### src/rtl/vector_unpack_queue.sv
// rtl/vector_unpack_queue.sv - replays a packed LENGTH x IN_W vector as a serial OUT_W word stream
// Lanes go out highest first, so a shift-register queue downstream rebuilds the same vector.
module vector_unpack_queue #(
    parameter int LENGTH   = 16,
    parameter int IN_W     = 8,
    parameter int OUT_W    = 16,
    parameter int SIGN_EXT = 0
) (
    input  logic                       clk,
    input  logic                       reset,
    input  logic                       in_en,
    input  logic [LENGTH*IN_W-1:0]     in_vector,
    output logic                       in_ready,
    input  logic                       out_block,
    output logic                       out_valid,
    output logic [OUT_W-1:0]           out_data,
    output logic [$clog2(LENGTH)-1:0]  out_idx,
    output logic                       out_last,
    output logic                       drop_err
);
    localparam int IDX_W = $clog2(LENGTH);

    typedef enum logic {S_IDLE, S_SEND} state_t;

    state_t                   r_state;
    state_t                   w_next_state;
    logic [LENGTH*IN_W-1:0]   r_hold;
    logic [IDX_W-1:0]         r_idx;
    logic                     r_drop;
    logic                     w_load;
    logic                     w_advance;
    logic                     w_clear;
    logic                     w_last;
    logic [IDX_W-1:0]         w_lane_sel;
    logic [IN_W-1:0]          w_lane;
    logic [OUT_W-1:0]         w_ext;

    assign w_last     = (r_state == S_SEND) && (r_idx == IDX_W'(LENGTH - 1));
    assign w_lane_sel = IDX_W'(LENGTH - 1) - r_idx;

    always_comb begin
        w_lane = '0;
        for (int k = 0; k < LENGTH; k++) begin
            if (w_lane_sel == IDX_W'(k)) begin
                w_lane = r_hold[k*IN_W +: IN_W];
            end
        end
    end

    assign w_ext = (SIGN_EXT != 0) ? {{(OUT_W-IN_W){w_lane[IN_W-1]}}, w_lane}
                                   : {{(OUT_W-IN_W){1'b0}}, w_lane};

    always_comb begin
        w_next_state = r_state;
        w_load       = 1'b0;
        w_advance    = 1'b0;
        w_clear      = 1'b0;
        case (r_state)
            S_IDLE: begin
                if (in_en) begin
                    w_load       = 1'b1;
                    w_next_state = S_SEND;
                end
            end
            S_SEND: begin
                if (!out_block) begin
                    if (w_last) begin
                        // A vector offered on the final transfer is chained with no bubble.
                        if (in_en) begin
                            w_load = 1'b1;
                        end else begin
                            w_clear      = 1'b1;
                            w_next_state = S_IDLE;
                        end
                    end else begin
                        w_advance = 1'b1;
                    end
                end
            end
            default: w_next_state = S_IDLE;
        endcase
    end

    always_ff @(posedge clk or posedge reset) begin
        if (reset) begin
            r_state <= S_IDLE;
            r_hold  <= '0;
            r_idx   <= '0;
            r_drop  <= 1'b0;
        end else begin
            r_state <= w_next_state;
            if (w_load) begin
                r_hold <= in_vector;
                r_idx  <= '0;
            end else if (w_advance) begin
                r_idx <= r_idx + 1'b1;
            end else if (w_clear) begin
                r_idx <= '0;
            end
            if (in_en && !in_ready) begin
                r_drop <= 1'b1;
            end
        end
    end

    assign in_ready  = (r_state == S_IDLE) || (w_last && !out_block);
    assign out_valid = (r_state == S_SEND);
    assign out_data  = (r_state == S_SEND) ? w_ext : '0;
    assign out_idx   = r_idx;
    assign out_last  = w_last;
    assign drop_err  = r_drop;
endmodule

### config.mk
export PLATFORM = sky130hd
export DESIGN_NAME = vector_unpack_queue
export DESIGN_NICKNAME = d
export VERILOG_FILES = /design/src/rtl/vector_unpack_queue.sv
export SDC_FILE = /design/constraint.sdc
export NUM_CORES = 1
export LEC_CHECK = 0
export BUFFER_PORTS_ARGS = -buffer_cell sky130_fd_sc_hd__buf_2
export CAP_MARGIN = 20
export CORE_ASPECT_RATIO = 1.25
export CORE_MARGIN = 2
export CORE_UTILIZATION = 54
export DETAILED_ROUTE_END_ITERATION = 16
export PLACE_DENSITY = 0.8
export SYNTH_ARGS = -nofsm -noshare
export SYNTH_HDL_FRONTEND = slang
export SYNTH_SLANG_ARGS = --single-unit
export TNS_END_PERCENT = 100
### constraint.sdc
create_clock -name clk -period 5.9 [get_ports clk]
set_clock_uncertainty 0.15 [all_clocks]
set_input_delay 0.885 -clock clk [delete_from_list [all_inputs] [get_ports clk]]
set_output_delay 0.885 -clock clk [all_outputs]
set_load 0.005 [all_outputs]
==> results.toml <==
[outcome]
status = "completed"

[global_routing]
grt_pass1_wl_mm = 27.85
grt_start_max_net_pins = 81
overflow = 0
antenna_found_initial = 0
grt_use_total_pct = 28.13
first_global_vias = 5251

[sta]
relSlewSlack_pct = 35.31
tightest_slew_ns = 0.9703
finalSetupViolCount = 0
post-route-min-period_ns = 4.407
timing.final.crit_share_pct = 74.69
fin_ws_ns = 1.493
hold_violations = 0
rsz0062_at_grt = "false"
clock.fmax_mhz = 226.9
tns_ns = 0
holdWs_ns = 0.3367
finalMaxSlewViolations = 0

[synth]
postSynth.asyncResetShare_pct = 100.0
synth_edf_count = 0
synth.top_cell.area_share_pct = 50.20
syn_area_mm2 = 0.006680
avgSynthCellArea_um2 = 11.78
synth_ff_type = "dfrtp_1"
seq_area_frac_synth_pct = 50.20
syn_inst = 567
synth.area.top_cells = "dfrtp_1 (50%), mux2_1 (14%), mux2_2 (6.9%), nand2_1 (2.5%), a21oi_1 (1.8%)"
synth_cell_types = 56
yosysMostFrequentCell = "dfrtp_1"
ys.warnings.count = 0
synth_top_area_cell = "dfrtp_1"
ys_ff_latch = 134
synthTopCellsByCount = "dfrtp_1 (134), mux2_1 (84), nand2_1 (44)"

[setup_path]
reg2regPathDepth = 6
crit_top_cell = "a221oi_1"
crit_type = "reg -> out"
reg2reg_from = "out_idx[0]"
endpoint_kind = "primary output"
arrival_ns = 3.37
crit_required_ns = 4.87
path_max_fanout = 26
slowest_stage = "ha_1"
crit_path_max_incr_delay_ns = 0.82
start_kind = "register"
crit_end = "out_data[7]"
rrSetupSlack_ns = 2.08
cp_cell_sequence = "ha_1, nor2b_1, a221oi_1, o31ai_1, a221oi_1, o21ai_0, buf_2"
r2r-end = "r_hold[107]"
startpoint = "out_idx[0]"

[die]
die-area_mm2 = 0.01328
ios = 156
die_h_um = 128.4
floorplan.initialDensity_pct = 55.18
core_mm2 = 0.01211
rows = 45
die_w_um = 103.5

[power_and_ir_drop]
swShare_pct = 35.96
internal_power_w = 0.002756
clock_power_share_pct = 25.7
power_frac_seq_pct = 40.5
switching_power_w = 0.001547
powerDensity_mw_per_mm2 = 539.0
combinationalPowerShare_pct = 33.8
leakagePower_nw = 3.638
vdd.ir_drop.worst_mv = 0.2692

[clock_network]
htreeDepth = 4
cts_root_buf = "clkbuf_16"
clkTransAtPathRegs_ns = 0.06
postCtsHoldBufs = 0
clk-insertion-delay-late_ns = 0.41
cts_setup_buffers = 0
numCtsBuffers = 17
cts_resized = 0
clk_path_buf_depth = 2
cts_sinks = 134
cts_tree = "done"

[drt]
drt_pass1_iterations = 6
ant_nets = 0
drcViolationCount = 0
wirelength_mm = 17.90
wl_per_cell_um = 20.53
vias = 5261
first_iter_violations = 493
viasPerCell = 6.033

[cells_and_area]
post_layout_nonfiller_instances = 872
drive_gt1_share_pct = 32.49
layout.nets = 831
diodes = 0
layout-area-overhead-vs-synth_pct = 19.50
fin_area_mm2 = 0.007983

[placed_design]
dpl.cell_count = 840
hpwl_mm = 12.63
gp_congestion = 0.9683
dp_slack_ns = 2.074
placed_area_mm2 = 0.007353
port_buffers = 147

[run]
max-cap-violations = 0

[worst_hold_path]
min_path_type = "reg -> reg"
## through the flow
| stage | total power [W] | utilization [%] |
|---|---|---|
| after floorplan | 0.002622 | - |
| after global placement | 0.003093 | 60.74 |
| after detailed placement | 0.003145 | 60.74 |
| after CTS | 0.004281 | 65.94 |
| after global routing | 0.004527 | 65.94 |
| final | 0.004303 | 65.94 |
## area by class of cell
type	count	area, µm²
clock buffer	22	484.2
multi-input combinational	376	2959
clock inverter	10	145.1
fill	911	4123
inverter	12	47.55
timing repair buffer	154	788.3
tap	164	205.2
sequential	134	3353
## placed cells by master (no fill, tap or decap), types with 7 or more instances in the layout
master,instances
buf_4,7
mux2_2,41
nor2_1,15
a21oi_1,24
nor3_1,8
a22oi_1,9
o21ai_0,24
dfrtp_1,134
a221oi_1,7
mux2_1,84
clkbuf_16,17
nor2b_1,9
nand2_1,44
o21a_1,8
inv_1,8
o221ai_1,8
buf_2,147
conb_1,8
o22ai_1,8
nand3_1,8
## sequential cells by signal, indices dropped and copies added, names as in the netlist
register   count
out_idx        4
drop_err       1
r_hold       128
out_valid      1
## metal layers
layer | vias to the layer above | GRT usage (%) | share of wire (%)
met5 | - | 0 | 0
met4 | 0 | 11.69 | 4.1
met3 | 60 | 6.355 | 8.2
met2 | 321 | 46.11 | 50
met1 | 2559 | 35.81 | 38
li1 | 2321 | - | -
## cells by family after synthesis
family	Yosys count	share of synthesized area, %
compound gates	140	15.04
mux	125	21.07
other cells	1	0.05614
buf+inv	64	5.937
fa+ha+maj	4	0.7492
simple gates	99	6.949
flops	134	50.20
## worst min path at each step
stage / cells after the start / end / startpoint / slack (ns)
after floorplan: 1 / r_hold[72] / r_hold[72] / 0.30
after global placement: 1 / drop_err / drop_err / 0.31
after detailed placement: 1 / drop_err / drop_err / 0.32
after CTS: 1 / drop_err / drop_err / 0.34
after global routing: 1 / r_hold[124] / r_hold[124] / 0.36
final: 1 / drop_err / drop_err / 0.34
## power groups by stage
stage / Combinational [W] / Sequential [W] / Clock (W)
floorplan: 0.00109 / 0.00153 / 0
global placement: 0.00137 / 0.00173 / 0
detailed placement: 0.00141 / 0.00174 / 0
CTS: 0.00143 / 0.00173 / 0.00112
global route: 0.00159 / 0.00178 / 0.00116
finish: 0.00145 / 0.00174 / 0.00111
## critical path, delay by kind of cell, from the launching register on
| family | cells | cell delay, ns |
|---|---|---|
| fa+ha+maj | 1 | 0.82 |
| simple gates | 1 | 0.60 |
| compound gates | 4 | 0.93 |
| buf+inv | 1 | 0.17 |
| flops | 1 | 0.44 |
(Power assumes the default switching activity.)
